**config.mk**
```make
export PLATFORM = sky130hd
export DESIGN_NAME = serial_alu_ctrl
export DESIGN_NICKNAME = d
export VERILOG_FILES = /design/src/rtl/serial_alu_ctrl.sv
export SDC_FILE = /design/constraint.sdc
export NUM_CORES = 1
export LEC_CHECK = 0
export CORE_ASPECT_RATIO = 1.4
export CORE_MARGIN = 10
export CORE_UTILIZATION = 48
export DETAILED_ROUTE_END_ITERATION = 6
export PLACE_DENSITY_LB_ADDON = 0.05
export REMOVE_ABC_BUFFERS = 1
export SLEW_MARGIN = 25
export SYNTH_ARGS = -nofsm -noshare
export SYNTH_HDL_FRONTEND = slang
export SYNTH_SLANG_ARGS = --single-unit
```
**constraint.sdc**
```tcl
create_clock -name clk -period 1.8 [get_ports clk]
set_input_delay 0.45 -clock clk [delete_from_list [all_inputs] [get_ports clk]]
set_output_delay 0.45 -clock clk [all_outputs]
set_load 0.01 [all_outputs]
```
**src/rtl/serial_alu_ctrl.sv**
```systemverilog
// -----------------------------------------------------------------------------
// serial_alu_ctrl
//
// Runs a full-width ALU operation through one 1-bit ALU slice, one bit per
// clock, LSB first. Operands and the control code are latched on an accepted
// start. The slice result is shifted into a shift register, and the final
// result and flags are published when the operation completes.
//
// Supported ALU_control codes:
//   0000 AND, 0001 OR, 0010 ADD, 0110 SUB, 0111 SLT, 1100 NOR.
//   Any other code completes with the same latency and gives result = 0,
//   zero = 1, cout = 0 and overflow = 0.
//
// Optional feature (compile-time macro SERIAL_ALU_ABORT_EN):
//   Adds input 'abort'. abort=1 while in RUN returns the FSM to IDLE on the
//   next edge. No done pulse is produced, and result/flags keep their
//   pre-operation values. The default build leaves the port out.
//
// Handshake:
//   start is sampled only in IDLE. An accepted start raises busy on that edge.
//   busy stays high through RUN (WIDTH cycles) and DONE (1 cycle).
//   done is a one-cycle pulse in DONE. result/zero/cout/overflow are valid
//   from done and are held until the next operation's DONE. start while busy
//   is ignored, and nothing is queued.
//
// Ports:
//   clk          rising-edge clock
//   rst_n        asynchronous active-low reset
//   start        operation request (IDLE only)
//   src1, src2   operands A and B, sampled with start
//   ALU_control  4-bit operation code, sampled with start
//   abort        (SERIAL_ALU_ABORT_EN only) cancel the running operation
//   busy         high in RUN and DONE
//   done         one-cycle completion pulse
//   result       final result
//   zero         result == 0
//   cout         carry out of the MSB for ADD/SUB/SLT, else 0
//   overflow     signed overflow for ADD/SUB/SLT, else 0
//   o_dbg_state  current FSM state (0 IDLE, 1 RUN, 2 DONE), for observation
// -----------------------------------------------------------------------------
module serial_alu_ctrl #(
  parameter int WIDTH = 32
) (
  input  logic             clk,
  input  logic             rst_n,
  input  logic             start,
  input  logic [WIDTH-1:0] src1,
  input  logic [WIDTH-1:0] src2,
  input  logic [3:0]       ALU_control,
`ifdef SERIAL_ALU_ABORT_EN
  input  logic             abort,
`else
`endif
  output logic             busy,
  output logic             done,
  output logic [WIDTH-1:0] result,
  output logic             zero,
  output logic             cout,
  output logic             overflow,
  output logic [1:0]       o_dbg_state
);

  localparam int CW = $clog2(WIDTH);
  localparam logic [CW-1:0] LAST_BIT = CW'(WIDTH - 1);

  typedef enum logic [1:0] {
    S_IDLE = 2'd0,
    S_RUN  = 2'd1,
    S_DONE = 2'd2
  } state_t;

  state_t           r_state;
  logic [WIDTH-1:0] r_a;       // operand A, shifted right so bit i is at [0] in cycle i
  logic [WIDTH-1:0] r_b;       // operand B, same arrangement
  logic             r_ainv;
  logic             r_binv;
  logic [1:0]       r_op;
  logic             r_valid;   // latched code is one of the six supported ones
  logic             r_arith;   // ADD/SUB/SLT: the flags are meaningful
  logic [CW-1:0]    r_cnt;
  logic             r_carry;
  logic [WIDTH-1:0] r_shift;

  // ---------------------------------------------------------------------------
  // Code decode at acceptance time
  // ---------------------------------------------------------------------------
  logic w_code_valid;

  always_comb begin
    w_code_valid = 1'b0;
    case (ALU_control)
      4'b0000, 4'b0001, 4'b0010,
      4'b0110, 4'b0111, 4'b1100: w_code_valid = 1'b1;
      default:                   w_code_valid = 1'b0;
    endcase
  end

  // ---------------------------------------------------------------------------
  // 1-bit ALU slice
  // ---------------------------------------------------------------------------
  logic w_a;
  logic w_b;
  logic w_sum;
  logic w_slice_cout;
  logic w_res_bit;

  always_comb begin
    w_a          = r_a[0] ^ r_ainv;
    w_b          = r_b[0] ^ r_binv;
    w_sum        = w_a ^ w_b ^ r_carry;
    w_slice_cout = (w_a & w_b) | (r_carry & (w_a ^ w_b));
    w_res_bit    = 1'b0;
    case (r_op)
      2'b00:   w_res_bit = w_a & w_b;
      2'b01:   w_res_bit = w_a | w_b;
      2'b10:   w_res_bit = w_sum;
      default: w_res_bit = 1'b0;   // SLT: less input is tied to 0 on every bit
    endcase
  end

  // ---------------------------------------------------------------------------
  // Completion values.
  // On the last RUN cycle the slice is working on the MSB, so r_carry is
  // cin_msb, w_slice_cout is cout_msb and w_sum is sum_msb. They are used
  // directly on the edge that enters DONE, so they need no extra registers.
  // ---------------------------------------------------------------------------
  logic             w_last;
  logic [WIDTH-1:0] w_shift_full;
  logic             w_ovf;
  logic             w_cout_f;
  logic [WIDTH-1:0] w_final;

  always_comb begin
    w_last       = (r_cnt == LAST_BIT);
    w_shift_full = {w_res_bit, r_shift[WIDTH-1:1]};
    w_ovf        = r_arith & (r_carry ^ w_slice_cout);
    w_cout_f     = r_arith & w_slice_cout;
    w_final      = '0;
    if (!r_valid) begin
      w_final = '0;
    end else if (r_op == 2'b11) begin
      // SLT: the sign of A-B corrected for overflow gives "A < B"
      w_final[0] = w_sum ^ w_ovf;
    end else begin
      w_final = w_shift_full;
    end
  end

  // ---------------------------------------------------------------------------
  // FSM with registered outputs
  // ---------------------------------------------------------------------------
  always_ff @(posedge clk or negedge rst_n) begin
    if (!rst_n) begin
      r_state  <= S_IDLE;
      r_a      <= '0;
      r_b      <= '0;
      r_ainv   <= 1'b0;
      r_binv   <= 1'b0;
      r_op     <= 2'b00;
      r_valid  <= 1'b0;
      r_arith  <= 1'b0;
      r_cnt    <= '0;
      r_carry  <= 1'b0;
      r_shift  <= '0;
      busy     <= 1'b0;
      done     <= 1'b0;
      result   <= '0;
      zero     <= 1'b1;
      cout     <= 1'b0;
      overflow <= 1'b0;
    end else begin
      case (r_state)
        S_IDLE: begin
          done <= 1'b0;
          if (start) begin
            r_a     <= src1;
            r_b     <= src2;
            r_ainv  <= ALU_control[3];
            r_binv  <= ALU_control[2];
            r_op    <= ALU_control[1:0];
            r_valid <= w_code_valid;
            r_arith <= w_code_valid & ALU_control[1];
            r_cnt   <= '0;
            // SUB/SLT get their +1 from the carry-in of bit 0
            r_carry <= ALU_control[2];
            r_shift <= '0;
            busy    <= 1'b1;
            r_state <= S_RUN;
          end
        end

        S_RUN: begin
`ifdef SERIAL_ALU_ABORT_EN
          if (abort) begin
            busy    <= 1'b0;
            r_state <= S_IDLE;
          end else begin
`else
          begin
`endif
            r_a     <= {1'b0, r_a[WIDTH-1:1]};
            r_b     <= {1'b0, r_b[WIDTH-1:1]};
            r_shift <= w_shift_full;
            r_carry <= w_slice_cout;
            r_cnt   <= r_cnt + CW'(1);
            if (w_last) begin
              result   <= w_final;
              zero     <= (w_final == '0);
              cout     <= w_cout_f;
              overflow <= w_ovf;
              done     <= 1'b1;
              r_state  <= S_DONE;
            end
          end
        end

        S_DONE: begin
          done    <= 1'b0;
          busy    <= 1'b0;
          r_state <= S_IDLE;
        end

        default: begin
          done    <= 1'b0;
          busy    <= 1'b0;
          r_state <= S_IDLE;
        end
      endcase
    end
  end

  assign o_dbg_state = r_state;

endmodule

```
==> summary.txt <==
Pin slew with the least headroom to its limit: 0.465 ns
Area delta synth->final: 31.2%
Nets@finish: 793
Top FF cell, synth: dfrtp_1
Failing checks: negative setup slack
Vias: 5,242
PnR Total Power: 0.0116 W
Final-layout fill cell count: 1,127
Clk slew on worst S/H paths: 0.06 ns
Chip height: 158 um
Final Worst Setup Slack: -0.271 ns
Share of cells above drive strength 1: 10.3%
Yosys warnings: 0
Drt initial violations: 321
DRC Markers: 0
Status: finished, violations left
Dominant cells by area after synthesis: dfrtp_1 56%, a22o_1 8.6%, a22oi_1 6.9%
Synth cell count leaders: 145 x dfrtp_1, 67 x nor2b_1, 66 x o21ai_0
Starting Density: 48.9%
Post-synth top area share: 55.7%
Gr usage total: 17.6%
Ratio of final minimum period to clock period: 115%
Combinational group share of total power: 26.8%
Worst hold margin: 0.495 ns
Row Count: 50
Clk Latency, worst-skew pair: 0.42 ns
Critical Path End Type: flop
Wire per inst: 18.3 um
CTS Buf Count: 17
Antenna diodes: 0
Startpoint types: flop
Sequential share of the synthesized area: 56.1%
WS Path Type: reg -> reg
WL final: 16,700 um
Switching Power: 0.00372 W
HP Class: reg -> reg
Area leader, netlist: dfrtp_1
Number of synthesized flops with an enable pin: 0
Syn Inst Count: 608
Most frequent cell after synthesis: dfrtp_1
Die ar.: 0.0187 mm^2
Relative slew slack: 68.9%
GPL Wtd Cong: 0.755
Avg Cell Area, Syn: 10.7 um^2
Final global-route overflow total: 0
FF-to-FF setup slack: -0.27 ns
CTS max path bufs: 2
CORE AREA: 0.0133 mm^2
Max Clock Freq: 483 MHz
Multi-input logic area: 0.00262 mm^2
Yosys reg bits: 146
Clock sinks: 146
First-pass GRT wire length: 27,300 um
Final cell count without fillers: 912
Final setup viols: 2
Post-placement cell area: 0.00788 mm^2
Ys async rst share: 100%
Largest net degree at the start of global routing: 51
Antenna violations before repair: 0
FF+latch area: 0.00366 mm^2
TritonCTS clock tree: yes
DPL Wire Length: 11,200 um
Post-Syn Area: 0.00652 mm^2
Max IR drop VDD: 0.718 mV
Maxcap violations: 0
1st-pass router iterations: 5
Minimum clock period: 2.07 ns
Die extent in x: 119 um
H-tree depth: 4
Boundary Pins: 110
Sequential power share: 44.2%
Vias in the first global route: 5,466
Cells after DPL: 872
Clock power frac: 29.0%
Max-slew violations: 0
Netlist cell types: 36
Crit path max fanout: 2
RSZ-0062 raised after global routing: yes
Antenna Violating Nets Remaining: 0
Vias per inst: 5.75
Leak Pwr: 3.96 nW
CP required: 2.14 ns
Worst-case clock skew: 0.0143 ns
Critical Path AT: 2.41 ns
Pwr per Cell Area: 1350 mW/mm^2
Port Buffers: 109
Clock Root Buffer: clkbuf_16
Net Sw Frac: 32.1%
Count of final hold-check violations: 0
Final Cell Area: 0.00855 mm^2
Pint: 0.00787 W
-- metal layers --
metal	global-route usage [%]	part of all wire, %
met1	20.3	41
met2	30.6	52
met3	4.46	4.4
met4	7.11	2.2
met5	0	0
-- state kept, by name, summed over array words and instances (netlist names), 2 cells and up --
signal and flops:
r_a 32, r_b 32, result 32, r_shift 31, r_cnt 5, o_dbg_state 2
r_op 2
-- through the flow --
step	utilization [%]	setup TNS (ns)	worst slack, ns
finish	64.2	-0.474	-0.271
global route	64.2	-0.689	-0.339
CTS	63.7	-0.406	-0.249
detailed placement	59.1	-0.596	-0.311
floorplan	-	-497.77	-5.09
global placement	59.1	-0.429	-0.267
-- power groups by stage --
stage	clock network [W]	registers [W]	logic, W
detailed placement	0	0.00514	0.00294
finish	0.00336	0.00513	0.00310
floorplan	0	0.00503	0.00192
global route	0.00357	0.00525	0.00349
global placement	0	0.00509	0.00281
CTS	0.00340	0.00511	0.00304
-- critical path, cell delays in order (launching register included) --
cell and delay (ns):
dfrtp_1 0.38, xor2_1 0.21, inv_1 0.12, fa_2 0.43
xnor2_2 0.15, a2111o_1 0.37, o311a_1 0.13, a32o_1 0.22
-- layout make-up --
type	count	share of cell area [%]
clock buffer	19	5.06
clock inverter	13	1.52
inverter	6	0.263
multi-input combinational	404	30.6
sequential	146	42.8
tap	182	2.66
timing repair buffer	142	17.1
-- cell families (layout without fill, tap and decap cells) --
kind of cell | count (synthesis) | count (layout) | share of synthesized area, %
buf+inv | 58 | 180 | 4.43
simple gates | 124 | 124 | 10.7
compound gates | 272 | 272 | 27.4
xor+xnor | 3 | 3 | 0.403
flops | 146 | 146 | 56.1
fa+ha+maj | 5 | 5 | 1.07
-- worst paths after layout --
path                            startpoint           to  depth (start not counted)
worst max-delay path                r_binv         zero                          7
worst min-delay path             result[9]    result[9]                          1
worst max register to register      r_binv         zero                          7
worst min register to register   result[9]    result[9]                          1
max in group asynchronous            rst_n       r_a[5]                          3
min in group asynchronous            rst_n  r_shift[21]                          2
-- placed cells by master, fill, tap and decap left out, drive strengths merged --
cell type	instances
clkbuf	19
o21bai	2
dlygate4sd2	6
buf	34
o311ai	2
a32o	1
nor2b	67
dfrtp	145
inv	10
dfstp	1
clkinv	5
dlymetal6s2s	14
a22oi	60
nor2	6
xnor2	2
bufinv	1
o31ai	1
o22ai	1
and3	1
a22o	64
ha	4
clkdlybuf4s50	87
nor3b	2
o311a	1
nor4	7
nand4	3
nand3	2
dlygate4sd3	1
fa	1
o21ai	74
and3b	2
a21oi	65
nand2	30
clkinvlp	3
a2111o	1
nand2b	4
xor2	1
-- repair_timing --
action                     4_1_cts  5_1_grt
pin swaps                        2        4
hold endpoints to repair        34        0
setup endpoints to repair        9       49
buffers inserted                 4        3
hold buffers                     1        0
resized for setup                9       18
(Power assumes the default switching activity.)
